$ cat src/rtl/seg_reader.sv
// Recovers per-digit BCD values from a multiplexed active-low 7-segment bus with stability filtering.
// Optional decimal-point tracking is enabled by defining SEG_READER_DP_EN.
module seg_reader #(
  parameter int NUM_DIGITS = 4,
  parameter int STABLE_CNT = 4,
  parameter int CNT_W      = 8
) (
  input  logic                    clk,
  input  logic                    reset,
  input  logic [6:0]              seg,
  input  logic [NUM_DIGITS-1:0]   digit_sel,
`ifdef SEG_READER_DP_EN
  input  logic                    dp,
  output logic [NUM_DIGITS-1:0]   dp_on,
`endif
  output logic [4*NUM_DIGITS-1:0] digits,
  output logic [NUM_DIGITS-1:0]   digit_valid,
  output logic                    update,
  output logic [2:0]              update_idx,
  output logic                    pattern_err,
  output logic                    sel_err,
  output logic                    err_sticky
);

`ifdef SEG_READER_DP_EN
  localparam int SEG_W = 8;
  logic [SEG_W-1:0] w_seg_in;
  assign w_seg_in = {dp, seg};
`else
  localparam int SEG_W = 7;
  logic [SEG_W-1:0] w_seg_in;
  assign w_seg_in = seg;
`endif

  typedef enum logic [1:0] {IDLE, SETTLE, HELD} state_t;

  state_t                  r_state, w_state_nxt;
  logic [CNT_W-1:0]        r_cnt, w_cnt_nxt;
  logic [SEG_W-1:0]        r_seg_p0, r_seg_p1;
  logic [NUM_DIGITS-1:0]   r_sel_p0, r_sel_p1;
  logic                    r_smp_vld;
  logic [3:0]              w_low_cnt;
  logic [2:0]              w_idx;
  logic                    w_legal, w_illegal, w_same, w_commit;
  logic [4:0]              w_dec;
  logic [4*NUM_DIGITS-1:0] r_digits;
  logic [NUM_DIGITS-1:0]   r_valid;
  logic                    r_update, r_perr, r_sel_err, r_sticky;
  logic [2:0]              r_upd_idx;

  // Returns {recognised, value}; blank maps to value 4'hF, unknown patterns clear bit 4.
  function automatic logic [4:0] decode7(input logic [6:0] p);
    case (p)
      7'b1000000: decode7 = 5'h10;
      7'b1111001: decode7 = 5'h11;
      7'b0100100: decode7 = 5'h12;
      7'b0110000: decode7 = 5'h13;
      7'b0011001: decode7 = 5'h14;
      7'b0010010: decode7 = 5'h15;
      7'b0000010: decode7 = 5'h16;
      7'b1111000: decode7 = 5'h17;
      7'b0000000: decode7 = 5'h18;
      7'b0010000: decode7 = 5'h19;
      7'b1111111: decode7 = 5'h1F;
      default:    decode7 = 5'h0F;
    endcase
  endfunction

  // Stage p0: input sample; p1: previous sample. r_smp_vld keeps the all-zero reset sample from reading as a multi-select frame.
  always_ff @(posedge clk or posedge reset) begin
    if (reset) begin
      r_seg_p0  <= '0;
      r_sel_p0  <= '0;
      r_seg_p1  <= '0;
      r_sel_p1  <= '0;
      r_smp_vld <= 1'b0;
    end else begin
      r_seg_p0  <= w_seg_in;
      r_sel_p0  <= digit_sel;
      r_seg_p1  <= r_seg_p0;
      r_sel_p1  <= r_sel_p0;
      r_smp_vld <= 1'b1;
    end
  end

  always_comb begin
    w_low_cnt = 4'd0;
    w_idx     = 3'd0;
    for (int i = 0; i < NUM_DIGITS; i++) begin
      if (!r_sel_p0[i]) begin
        w_low_cnt = w_low_cnt + 4'd1;
        w_idx     = 3'(i);
      end
    end
  end

  assign w_legal   = r_smp_vld && (w_low_cnt == 4'd1);
  assign w_illegal = r_smp_vld && (w_low_cnt > 4'd1);
  assign w_same    = (r_seg_p0 == r_seg_p1) && (r_sel_p0 == r_sel_p1);
  assign w_dec     = decode7(r_seg_p0[6:0]);

  always_ff @(posedge clk or posedge reset) begin
    if (reset) begin
      r_state <= IDLE;
      r_cnt   <= '0;
    end else begin
      r_state <= w_state_nxt;
      r_cnt   <= w_cnt_nxt;
    end
  end

  always_comb begin
    w_state_nxt = r_state;
    w_cnt_nxt   = r_cnt;
    w_commit    = 1'b0;
    case (r_state)
      IDLE: begin
        if (w_legal) begin
          w_state_nxt = SETTLE;
          w_cnt_nxt   = CNT_W'(1);
        end
      end
      SETTLE: begin
        if (!w_legal) begin
          w_state_nxt = IDLE;
          w_cnt_nxt   = '0;
        end else if (!w_same) begin
          w_cnt_nxt   = CNT_W'(1);
        end else begin
          if (r_cnt != CNT_W'(STABLE_CNT)) w_cnt_nxt = r_cnt + CNT_W'(1);
          if (r_cnt == CNT_W'(STABLE_CNT - 1)) begin
            w_commit    = 1'b1;
            w_state_nxt = HELD;
          end
        end
      end
      HELD: begin
        if (!w_legal) begin
          w_state_nxt = IDLE;
          w_cnt_nxt   = '0;
        end else if (!w_same) begin
          w_state_nxt = SETTLE;
          w_cnt_nxt   = CNT_W'(1);
        end
      end
      default: begin
        w_state_nxt = IDLE;
        w_cnt_nxt   = '0;
      end
    endcase
  end

  // Stage p2: commit into the digit registers and raise the one-cycle status pulses.
  always_ff @(posedge clk or posedge reset) begin
    if (reset) begin
      r_digits  <= '1;
      r_valid   <= '0;
      r_update  <= 1'b0;
      r_upd_idx <= 3'd0;
      r_perr    <= 1'b0;
      r_sel_err <= 1'b0;
      r_sticky  <= 1'b0;
`ifdef SEG_READER_DP_EN
      dp_on     <= '0;
`endif
    end else begin
      r_update  <= 1'b0;
      r_perr    <= 1'b0;
      r_sel_err <= w_illegal;
      if (w_illegal) r_sticky <= 1'b1;
      if (w_commit) begin
        if (w_dec[4]) begin
          r_update  <= 1'b1;
          r_upd_idx <= w_idx;
          for (int k = 0; k < NUM_DIGITS; k++) begin
            if (w_idx == 3'(k)) begin
              r_digits[4*k +: 4] <= w_dec[3:0];
              r_valid[k]         <= (w_dec[3:0] != 4'hF);
`ifdef SEG_READER_DP_EN
              dp_on[k]           <= ~r_seg_p0[7];
`endif
            end
          end
        end else begin
          r_perr   <= 1'b1;
          r_sticky <= 1'b1;
        end
      end
    end
  end

  assign digits      = r_digits;
  assign digit_valid = r_valid;
  assign update      = r_update;
  assign update_idx  = r_upd_idx;
  assign pattern_err = r_perr;
  assign sel_err     = r_sel_err;
  assign err_sticky  = r_sticky;

endmodule

$ cat config.mk
export PLATFORM = sky130hd
export DESIGN_NAME = seg_reader
export DESIGN_NICKNAME = d
export VERILOG_FILES = /design/src/rtl/seg_reader.sv
export SDC_FILE = /design/constraint.sdc
export NUM_CORES = 1
export LEC_CHECK = 0
export BUFFER_PORTS_ARGS = -buffer_cell sky130_fd_sc_hd__buf_2
export CAP_MARGIN = 20
export CORE_AREA = 10 10 85 87
export CTS_BUF_LIST = sky130_fd_sc_hd__clkbuf_8
export DETAILED_ROUTE_END_ITERATION = 16
export DIE_AREA = 0 0 95 97
export PLACE_DENSITY = 0.75
export SLEW_MARGIN = 20
export SYNTH_ARGS = -nofsm -noshare
export SYNTH_HDL_FRONTEND = slang
export SYNTH_SLANG_ARGS = --single-unit
$ cat constraint.sdc
create_clock -name clk -period 3.3 [get_ports clk]
set_clock_uncertainty 0.15 [all_clocks]
set_input_delay 0.33 -clock clk [delete_from_list [all_inputs] [get_ports clk]]
set_output_delay 0.33 -clock clk [all_outputs]
set_load 0.1 [all_outputs]
# Yosys cells after proc, flatten, opt, wreduce, memory -nomap -nowiden
# Cells that the tools add are included.
# W data, S select, Z words.
# word_totals
regBits	60
inputBits	13
output_inout_bits	27
# classes
n_addsub	4
n_lt_le_gt_ge	1
n_eq_ne	26
n_mux	33
n_reduce_logical	13
# op_table
op	count
$pmux W5 S11	1
$mux W8	6
$eq A7 B7 Y1 const B	4
$pmux W8 S3	1
$eq A7 B5 Y1 const B	3
$reduce_and A3 Y1	5
$eq A7 B6 Y1 const B	2
$mux W1	13
$add A4 B1 Y4 const B	3
$mux W2	6
$mux W4	3
$ne A3 B3 Y1 const B	3
$add A8 B1 Y8 const B	1
$eq A8 B2 Y1 const B	1
$ne A4 B4 Y1 const B	2
$ne A8 B3 Y1 const B	1
$eq A7 B2 Y1 const B	1
$eq A7 B7 Y1	1
$logic_not A7 Y1	1
$eq A3 B2 Y1 const B	2
$mux W3	2
$pmux W2 S3	1
$eq A4 B1 Y1 const B	1
$eq A4 B4 Y1	1
10 further kinds	12

# Depth between registers and ports, before layout
# Gate-level depths: netlist of the first run.
# logic_depth
word_depth	12
depth_mapped	13

# Worst setup path before layout of the first run
# No wires, ideal clock.
# synth_path
kind	reg-to-reg
from	register r_sel_p0[1]
to	register r_valid[1], in the netlist digit_valid[1]
t_arrival_ps	3133
required_ps	3025
setup_slack_ps	-109
path_stages_with_launch	12
path_buffers	2
synth_period_minus_slack_ps	3409
path_cell_list	dfrtp_1 inv_1 ha_1 xnor2_1 ha_1 o311a_1 or4_1 buf_2 nor4_4 and4_1 buf_2 mux2_2
# synth_between
elab_chain_len	10
# synth_rtl
element	line	rtl
start, declared	40	logic [NUM_DIGITS-1:0] r_sel_p0, r_sel_p1;
start signal, assigned	79	r_sel_p0 <= digit_sel;
$mux W4	90	if (!r_sel_p0[i]) begin
$add A4 B1 Y4	91	w_low_cnt = w_low_cnt + 4'd1;
$mux W4	90	
$add A4 B1 Y4	91	
$mux W4	90	
$eq A4 B1 Y1	97	assign w_legal = r_smp_vld && (w_low_cnt == 4'd1);
$logic_and A1 B1 Y1	97	
$mux W1	124	if (!w_legal) begin
$mux W1	116	case (r_state)
$reduce_and A3 Y1 (no line) (*)	n/a	
end signal, assigned by index	178	r_valid[k] <= (w_dec[3:0] != 4'hF);
end, declared	47	logic [NUM_DIGITS-1:0] r_valid;
# Mark *: on every way between the ends. The rest lies on a longest branch, timed or not.
# A chain may end at the register's enable or synchronous reset.

# Worst setup path in the final report of the first run
# Ends and elaborated chain as after synthesis.

==> impl_metrics.tcl, run 1 <==
set metrics [dict create \
    gr-total-overflow 0 \
    crit_type "flop to flop" \
    rsz0062_at_grt "yes" \
    root_buffer "clkbuf_8" \
    wl_met3_um 346 \
    yosysWarningCount 0 \
    synth_area_per_cell_um2 10.6 \
    max_slew_margin_pct 39.2 \
    clockBufferDepth 2 \
    finalCritPeriodShare_pct 99.5 \
    ff2ff_path_depth 9 \
    drtIter0Drc 67 \
    grt_pass1_wl_um 10600 \
    dp.cells 372 \
    first_global_vias 2371 \
    instances_no_fill 401 \
    critPathCaptureType "flop" \
    crit_arrival_ns 3.36 \
    avgRoutedWirePerCell_um 15.2 \
    power-per-cell-area_nw_per_um2 474 \
    max_clock_freq_ghz 0.304 \
    synth_nets 284 \
    total_leakage_power_nw 1.64 \
    worst_pin_slew_ns 0.910 \
    rows 27 \
    clock_sinks 59 \
    cp_max_fo 5 \
    core_area_um2 5470 \
    track_usage_pct 14.2 \
    reg2reg_from "r_sel_p0[1]" \
    highest_layer "met4" \
    peakVddDrop_v 0.000378 \
    finalHoldViolations 0 \
    drive_gt1_share_pct 33.7 \
    ys_ff_latch 59 \
    wl_met1_um 2600 \
    area.growth.synth_to_final_pct 23.8 \
    final.min_clock_period_ns 3.29 \
    yosysUniqueCellTypes 43 \
    dr.pass1.iters 4 \
    vias 2183 \
    io_buffer_count 38 \
    nNetsFinal 342 \
    synth_ff_type "dfrtp_1" \
    power_mw 1.66 \
    drt-total-wl_um 6100 \
    viasPerCell 5.44 \
    required_ns 3.38 \
    cts_made_buffers 9 \
    r2r_slack_ns 0.01 \
    wl_met2_um 3020 \
    cp-start-kind "flop" \
    ant_nets 0 \
    htreeDepth 3 \
    die_y_um 97 \
    maxCapViolations 0 \
    grt_max_degree 47 \
    die_area_um2 9220 \
    grt_antenna_before_repair 0 \
    cts_tree "built" \
    io_pins 40 \
    insertion_delay_ns 0.34 \
    synth_area_um2 2830 \
    n_antenna_cell 0 \
    synth_enable_flop_cells 0 \
    status "finished, final reports clean" \
    reg2reg_to "digit_valid[1]" \
    slew_violations 0 \
    gp_congestion 0.819 \
    async_flop_share_pct 100 \
    drc_errors 0 \
    synthCells 266 \
    hold_path_class "input pin to asynchronous set/reset pin" \
    ys_seq_area_share_pct 52.9 \
    cts.clk_slew.worst_paths_ns 0.07 \
    setup_viol 0 \
    start_util_pct 51.6 \
    dp_hpwl_um 4320 \
    fp.dieW_um 95 \
]
-- critical path, stage by stage (launching register included) --
cell	delay [ns]
dfrtp_1	0.42
inv_2	0.09
ha_4	0.21
xnor2_2	0.13
ha_1	0.30
o311a_1	0.32
or4_4	0.56
nor4_4	0.33
and4_4	0.34
mux2_4	0.30
-- registers in the layout, indices dropped and copies added, names as in the netlist --
| register | count |
|---|---|
| digits | 16 |
| digit_valid | 4 |
| r_sel_p1 | 4 |
| pattern_err | 1 |
| update_idx | 2 |
| r_seg_p0 | 7 |
| r_smp_vld | 1 |
| r_seg_p1 | 7 |
| r_sel_p0 | 4 |
| r_cnt | 8 |
| update | 1 |
| err_sticky | 1 |
| r_state | 2 |
| sel_err | 1 |
-- Yosys cell counts, types with 5 or more instances --
cell type / n / area (um2)
inv_1: 13 / 48.8
a21oi_1: 7 / 35.0
buf_2: 5 / 25.0
xnor2_1: 6 / 52.6
dfrtp_1: 43 / 1080
clkbuf_1: 7 / 26.3
nor3_1: 9 / 45.0
nor2_1: 15 / 56.3
nand4_1: 5 / 31.3
ha_1: 5 / 62.6
nor2b_1: 5 / 31.3
nand3b_1: 5 / 37.5
nand3_1: 19 / 95.1
o21ai_0: 15 / 75.1
mux2_2: 19 / 214
xor2_1: 10 / 87.6
dfstp_2: 16 / 420
nand2_1: 21 / 78.8
-- what timing repair did --
action | in CTS | in global routing
setup endpoints to repair | 17 | 22
resized for setup | 7 | 3
buffers inserted | 2 | 0
hold buffers | 11 | 0
endpoints found under the hold margin | 11 | 0
pin swaps | 3 | 3
-- final cells by class --
| type | count | area, um2 |
|---|---|---|
| clock inverter | 7 | 93.8 |
| inverter | 13 | 48.8 |
| clock buffer | 9 | 124 |
| multi-input combinational | 181 | 1260 |
| sequential | 59 | 1500 |
| fill | 439 | 1970 |
| tap | 72 | 90.1 |
| timing repair buffer | 60 | 387 |
-- where the power goes --
group / leakage (nW) / total (mW) / switching, mW / internal, mW
clock: 0.111 / 0.719 / 0.296 / 0.423
sequential: 0.703 / 0.774 / 0.0288 / 0.746
combinational: 0.823 / 0.164 / 0.0955 / 0.0689
total: 1.64 / 1.66 / 0.420 / 1.24
-- worst max-delay path by stage --
stage                      from              to  slack, ns  cells after the start
floorplan           r_sel_p0[1]  digit_valid[1]       0.02                     11
global placement    r_sel_p0[1]  digit_valid[1]      0.008                      9
detailed placement  r_sel_p0[0]  digit_valid[1]      -0.16                      9
CTS                 r_sel_p0[1]  digit_valid[1]      -0.05                      9
global route        r_sel_p0[0]       digits[7]      -0.10                      9
finish              r_sel_p0[1]  digit_valid[1]       0.01                      9
-- routing by layer --
metal / GRT usage [%] / up-vias
li1: - / 1039
met1: 15.9 / 1063
met2: 22.8 / 68
met3: 6.32 / 13
met4: 5.61 / 0
met5: 0 / -
-- metrics by stage --
step	hold slack, ns	setup TNS [ns]	utilization [%]	cell area, um2	setup slack (ns)
CTS	0.0611	-0.110	63.7	3480	-0.0524
global route	0.0976	-1.03	63.9	3500	-0.102
detailed placement	0.289	-0.948	57.2	3130	-0.162
finish	0.0430	0	63.9	3500	0.0149
floorplan	0.199	0	-	2840	0.0202
global placement	0.288	0	57.2	3130	0.00785
-- layout by cell type, fill, tap and decap left out, types with 2 or more instances in the layout --
master,count
dfrtp_1,43
buf_2,38
nand2_1,21
nand3_1,19
mux2_2,18
dfstp_2,16
nor2_1,15
o21ai_0,14
inv_1,11
dlygate4sd3_1,11
xor2_1,10
buf_4,10
nor3_1,9
clkbuf_8,9
a21oi_1,7
nand4_1,5
nand3b_1,5
xnor2_1,5
nor2b_1,5
mux2i_1,4
ha_1,4
and3_1,3
nand2b_1,3
inv_2,3
nor4_1,3
nor3b_1,2
and4b_1,2
and4_1,2
and2_1,2
conb_1,2
bufinv_16,2
clkinv_4,2
-- kinds of logic after synthesis --
family	Yosys count	synth area share, %
AND/OR/NAND/NOR	105	20.5
flip-flops	59	52.9
AO/OA/AOI/OAI	30	6.29
buffers and inverters	26	3.81
multiplexers	23	8.99
XOR/XNOR	16	4.96
adder cells (fa/ha/maj)	5	2.21
other	2	0.266
(Power assumes the default switching activity.)
==> run 2: changes to the inputs <==
--- a/config.mk
+++ b/config.mk
@@ -12,6 +12,7 @@
 export DETAILED_ROUTE_END_ITERATION = 16
 export DIE_AREA = 0 0 95 97
 export PLACE_DENSITY = 0.75
+export RECOVER_POWER = 100
 export SLEW_MARGIN = 20
 export SYNTH_ARGS = -nofsm -noshare
 export SYNTH_HDL_FRONTEND = slang
==> run 2 against run 1 <==
The flow now finishes with violations (capacitance limit, slew limit). Count of clock-buffer cells in the layout stayed put. Sequential power hardly changed. Combinational power hardly changed. Routed wire length is 0.18% higher. Non-clock buffer count stayed put. Largest power group unchanged.
==> impl_metrics.tcl, run 2 (synthesis results as in run 1) <==
set metrics [dict create \
    clockBufferDepth 2 \
    clock_sinks 59 \
    drc_errors 0 \
    fin_ws_ns 0.0145 \
    rsz0062_at_grt "yes" \
    grt_antenna_before_repair 0 \
    final_cell_mix "43 x dfrtp_1, 38 x buf_2, 21 x nand2_1" \
    maxCapViolations 1 \
    io_buffer_count 38 \
    drt-total-wl_um 6110 \
    drive_gt1_share_pct 33.1 \
    max_clock_freq_ghz 0.304 \
    cts.clk_slew.worst_paths_ns 0.07 \
    io_pins 40 \
    dp.cells 372 \
    layout_commonest_cell "dfrtp_1" \
    whs_ns 0.321 \
    gr-total-overflow 0 \
    total_leakage_power_nw 1.63 \
    crit_type "flop to flop" \
    start_util_pct 51.6 \
    final.min_clock_period_ns 3.29 \
    cts_made_buffers 9 \
    instances_no_fill 401 \
    first_global_vias 2371 \
    slew_violations 47 \
    largest_reg_flops 16 \
    die_area_um2 9220 \
    core_area_um2 5470 \
    reg2reg_to "digit_valid[1]" \
    status "finished with violations" \
    max_slew_margin_pct -9.88 \
    n_antenna_cell 0 \
    drtIter0Drc 74 \
    setup_viol 0 \
    die_y_um 97 \
    insertion_delay_ns 0.34 \
    finalCritPeriodShare_pct 99.6 \
    required_ns 3.38 \
    ff2ff_path_depth 9 \
    grt_max_degree 47 \
    dp_hpwl_um 4320 \
    cp-start-kind "flop" \
    critPathCaptureType "flop" \
    r2r_slack_ns 0.01 \
    rows 27 \
    holdPathStages 1 \
    hold_path_class "flop to flop" \
    ant_nets 0 \
    cts_tree "built" \
    avgRoutedWirePerCell_um 15.2 \
    reg2reg_from "r_sel_p0[1]" \
    dr.pass1.iters 5 \
    min_to "err_sticky" \
    finalHoldViolations 0 \
    vias 2177 \
    hold_start "err_sticky" \
    cp_max_fo 5 \
    gp_congestion 0.819 \
    htreeDepth 3 \
    fill_cells 439 \
    violations "capacitance limit, slew limit" \
    viasPerCell 5.43 \
    power_mw 1.66 \
    crit_arrival_ns 3.37 \
    design_area_um2 3490 \
    pre_cts_ws_ns -0.162 \
    area.growth.synth_to_final_pct 23.6 \
    grt_pass1_wl_um 10600 \
    worst_pin_slew_ns 1.65 \
    power-per-cell-area_nw_per_um2 474 \
    fp.dieW_um 95 \
    track_usage_pct 14.2 \
    post_dp_cell_area_um2 3130 \
    nNetsFinal 342 \
    peakVddDrop_v 0.000378 \
    root_buffer "clkbuf_8" \
]
## run 2: cell types whose count changed in the layout (fill, tap and decap cells not counted), sizes merged
| cell | change |
|---|---|
| buf | -1 |
| clkbuf | +1 |
## run 2: metal layers
layer	vias up	wire [um]	GRT usage [%]
li1	1039	-	-
met2	68	3020	22.8
met4	0	111	5.61
met3	9	367	6.32
met1	1061	2610	15.9
met5	-	0	0
## run 2: critical path: stages (launching register included)
cell	delay, ns
dfrtp_1	0.42
inv_2	0.09
ha_4	0.21
xnor2_2	0.13
ha_1	0.30
o311a_1	0.32
or4_4	0.56
nor4_4	0.33
and4_4	0.34
mux2_4	0.30
## run 2: cell type report
cell class | instances | area (um2) | share of cell area (%)
Clock inverter | 7 | 93.8 | 2.69
Sequential cell | 59 | 1500 | 42.8
Multi-Input combinational cell | 181 | 1260 | 36.0
Inverter | 13 | 48.8 | 1.40
Clock buffer | 9 | 124 | 3.54
Tap cell | 72 | 90.1 | 2.58
Timing Repair Buffer | 60 | 383 | 11.0
## run 2: timing repair
item	in CTS	in global routing
resized for setup	7	3
pin swaps	3	3
setup buffers	2	0
endpoints found under the setup margin	17	22
hold buffers	11	0
endpoints found under the hold margin	11	0
## run 2: power breakdown
group | switching (mW) | total (mW) | internal (mW)
Clock | 0.297 | 0.720 | 0.423
Combinational | 0.0956 | 0.164 | 0.0683
Sequential | 0.0288 | 0.774 | 0.746
Total | 0.421 | 1.66 | 1.24
## run 2: through the flow
step                      util (%)  TNS, ns
after CTS                     63.7   -0.110
after floorplan                  -        0
after global routing          63.9    -1.03
final                         63.9        0
after detailed placement      57.2   -0.948
after global placement        57.2        0
## run 2: worst max path at each step
stage,from,to
finish,r_sel_p0[1],digit_valid[1]
global route,r_sel_p0[0],digits[7]
detailed placement,r_sel_p0[0],digit_valid[1]
global placement,r_sel_p0[1],digit_valid[1]
floorplan,r_sel_p0[1],digit_valid[1]
CTS,r_sel_p0[1],digit_valid[1]
==> run 3: changes to the inputs <==
==> config.mk (replaced) <==
export PLATFORM = sky130hd
export DESIGN_NAME = seg_reader
export DESIGN_NICKNAME = d
export VERILOG_FILES = /design/src/rtl/seg_reader.sv
export SDC_FILE = /design/constraint.sdc
export NUM_CORES = 1
export LEC_CHECK = 0
export ABC_AREA = 1
export BUFFER_PORTS_ARGS = -buffer_cell sky130_fd_sc_hd__clkbuf_2
export CAP_MARGIN = 20
export CORE_AREA = 10 10 86 88
export CTS_BUF_LIST = sky130_fd_sc_hd__clkbuf_8
export DETAILED_ROUTE_END_ITERATION = 16
export DIE_AREA = 0 0 96 98
export PLACE_DENSITY = 0.77
export RECOVER_POWER = 100
export SLEW_MARGIN = 20
export SYNTH_ARGS = -nofsm -noshare
export SYNTH_HDL_FRONTEND = slang
export SYNTH_SLANG_ARGS = --single-unit
==> constraint.sdc (replaced) <==
create_clock -name clk -period 3.3 [get_ports clk]
set_clock_uncertainty 0.15 [all_clocks]
set_input_delay 0.33 -clock clk [delete_from_list [all_inputs] [get_ports clk]]
set_output_delay 0.33 -clock clk [all_outputs]
set_load 0.02 [all_outputs]
==> run 3 against run 2 <==
The flow now finishes without violations. Critical endpoint is now digit_valid[0]. Routed wire length grew 3.9%. Largest power group unchanged. Global-route usage up 0.085 points. Combinational power rose by 20%. First-iteration DRC count is 81% higher. Critical path depth is 8 higher. Largest cell class unchanged. Via count grew 15%. Core utilization decreased by 3.1 points. Flip-flop and latch count stayed put. Power decreased by 6.5%. Die area up 2.1%. Final cell count is 26% higher.
==> impl_metrics.tcl, run 3 <==
set metrics [dict create \
    die_y_um 98 \
    drc_errors 0 \
    critPathLaunch "r_sel_p0[1]" \
    hold_start "r_sel_p0[1]" \
    peakVddDrop_v 0.000271 \
    htreeDepth 3 \
    start_util_pct 52.3 \
    synth_area_per_cell_um2 8.14 \
    drt-total-wl_um 6340 \
    cp_max_fo 8 \
    cp-start-kind "flop" \
    synth.most_common_cell "nand2_1" \
    vias 2496 \
    drtIter0Drc 134 \
    die_area_um2 9410 \
    max_slew_margin_pct 22.6 \
    crit_type "flop to flop" \
    cts_made_buffers 9 \
    final.min_clock_period_ns 2.89 \
    synth_area_leaders "dfrtp_1 36%, nand2_1 14%, dfstp_2 14%" \
    ys_seq_area_share_pct 49.8 \
    crit_arrival_ns 3.03 \
    layout_commonest_cell "nand2_1" \
    post_cts.repair.setup_buffers 0 \
    drive_gt1_share_pct 15.2 \
    total_leakage_power_nw 1.77 \
    status "finished, final reports clean" \
    clockBufferDepth 2 \
    fill_cells 515 \
    max_clock_freq_ghz 0.347 \
    instances_no_fill 504 \
    area.growth.synth_to_final_pct 16.1 \
    critPathCaptureType "flop" \
    ys_ff_latch 59 \
    synth_nets 387 \
    io_pins 40 \
    ant_nets 0 \
    setup_viol 0 \
    synthCells 369 \
    synth_top_cell_area_share_pct 35.8 \
    yosysUniqueCellTypes 34 \
    synth_enable_flop_cells 0 \
    final_util_pct 60.7 \
    dp.cells 476 \
    largest_reg_flops 16 \
    rows 28 \
    rsz0062_at_grt "no" \
    fin_tns_setup_ns 0 \
    power-per-cell-area_nw_per_um2 445 \
    final_cell_mix "118 x nand2_1, 44 x inv_1, 43 x dfrtp_1" \
    slew_violations 0 \
    io_buffer_count 38 \
    cts.clk_slew.worst_paths_ns 0.07 \
    nNetsFinal 442 \
    gp_congestion 0.877 \
    first_global_vias 2480 \
    grt_max_degree 33 \
    ff2ff_path_depth 17 \
    clock_sinks 59 \
    viasPerCell 4.95 \
    finalCritPeriodShare_pct 87.4 \
    n_antenna_cell 0 \
    holdPathStages 0 \
    finalHoldViolations 0 \
    cts_tree "built" \
    fp.dieW_um 96 \
    synthTopCellsByCount "116 x nand2_1, 43 x dfrtp_1, 42 x inv_1" \
    insertion_delay_ns 0.35 \
    synth_ff_type "dfrtp_1" \
    required_ns 3.44 \
    reg2reg_from "r_sel_p0[1]" \
    async_flop_share_pct 100 \
    avgRoutedWirePerCell_um 12.6 \
    worst_pin_slew_ns 1.16 \
    grt_pass1_wl_um 10800 \
    root_buffer "clkbuf_8" \
    synth_area_um2 3000 \
    hold_path_class "flop to flop" \
    gr-total-overflow 0 \
    yosysTopAreaCell "dfrtp_1" \
    dr.pass1.iters 4 \
    core_area_um2 5750 \
    dp_hpwl_um 4600 \
    maxCapViolations 0 \
    track_usage_pct 14.3 \
    yosysWarningCount 0 \
    grt_antenna_before_repair 0 \
]
-- run 3: final cells by class --
class | count | area (um2) | share of cell area [%]
multi-input cells | 255 | 1260 | 36.3
flip-flops and latches | 59 | 1500 | 42.9
well taps | 75 | 93.8 | 2.69
clock inverters | 6 | 32.5 | 0.933
repair buffers | 51 | 283 | 8.11
inverters | 48 | 180 | 5.16
clock buffers | 10 | 138 | 3.95
-- run 3: worst paths after layout --
| kind | slack, ns | to |
|---|---|---|
| max | 0.41 | digit_valid[0] |
| min | 0.29 | r_sel_p1[1] |
| max reg2reg | 0.41 | digit_valid[0] |
| min reg2reg | 0.29 | r_sel_p1[1] |
| max in group asynchronous | 1.04 | r_cnt[6] |
| min in group asynchronous | 0.67 | r_seg_p0[4] |
-- run 3: cells by family (layout without fill, tap and decap cells) --
family                   count (synthesis)  after routing  share of synthesized area [%]
other                                    2              2                          0.250
AO/OA/AOI/OAI                           23             23                           3.96
XOR/XNOR                                 8              8                           2.33
buffers and inverters                   55            115                           7.62
adder cells (fa/ha/maj)                  5              5                           2.08
AND/OR/NAND/NOR                        217            217                           33.9
flip-flops                              59             59                           49.8
-- run 3: critical path, stage by stage, from the launching register on --
cell,delay (ns)
dfrtp_1,0.39
inv_1,0.10
ha_1,0.31
inv_1,0.08
nand2_1,0.06
nand2_1,0.10
inv_1,0.05
ha_1,0.25
or2_0,0.19
nand2_1,0.06
nand2_1,0.09
nor2_4,0.18
nand2_1,0.19
nor2_8,0.24
nand3b_4,0.15
inv_2,0.10
nand2_1,0.05
nand2_1,0.08
-- run 3: metal layers --
metal	track usage, %	part of all wire (%)	vias up
met5	0	0	-
met4	7.49	1.6	0
met3	3.37	5.3	10
met2	23.9	49	61
met1	16.3	44	1158
li1	-	-	1267
-- run 3: report_power, final --
part | leakage (nW) | internal [mW] | switching (mW)
Clock | 0.0970 | 0.285 | 0.291
Combinational | 0.975 | 0.0611 | 0.136
Sequential | 0.702 | 0.752 | 0.0259
-- run 3: what timing repair did --
action / in CTS / in global routing
setup endpoints to repair: 0 / 0
gates resized for setup: 0 / 0
hold buffers: 12 / 0
endpoints found under the hold margin: 35 / 0
-- run 3: metrics by stage --
stage / setup slack [ns] / instance area (um2) / power, mW / hold WS, ns
floorplan: 0.792 / 3000 / 0.948 / 0.199
global placement: 0.639 / 3250 / 0.975 / 0.266
detailed placement: 0.523 / 3250 / 0.981 / 0.284
CTS: 0.504 / 3540 / 1.57 / 0.301
global route: 0.112 / 3490 / 1.63 / 0.314
finish: 0.414 / 3490 / 1.55 / 0.290
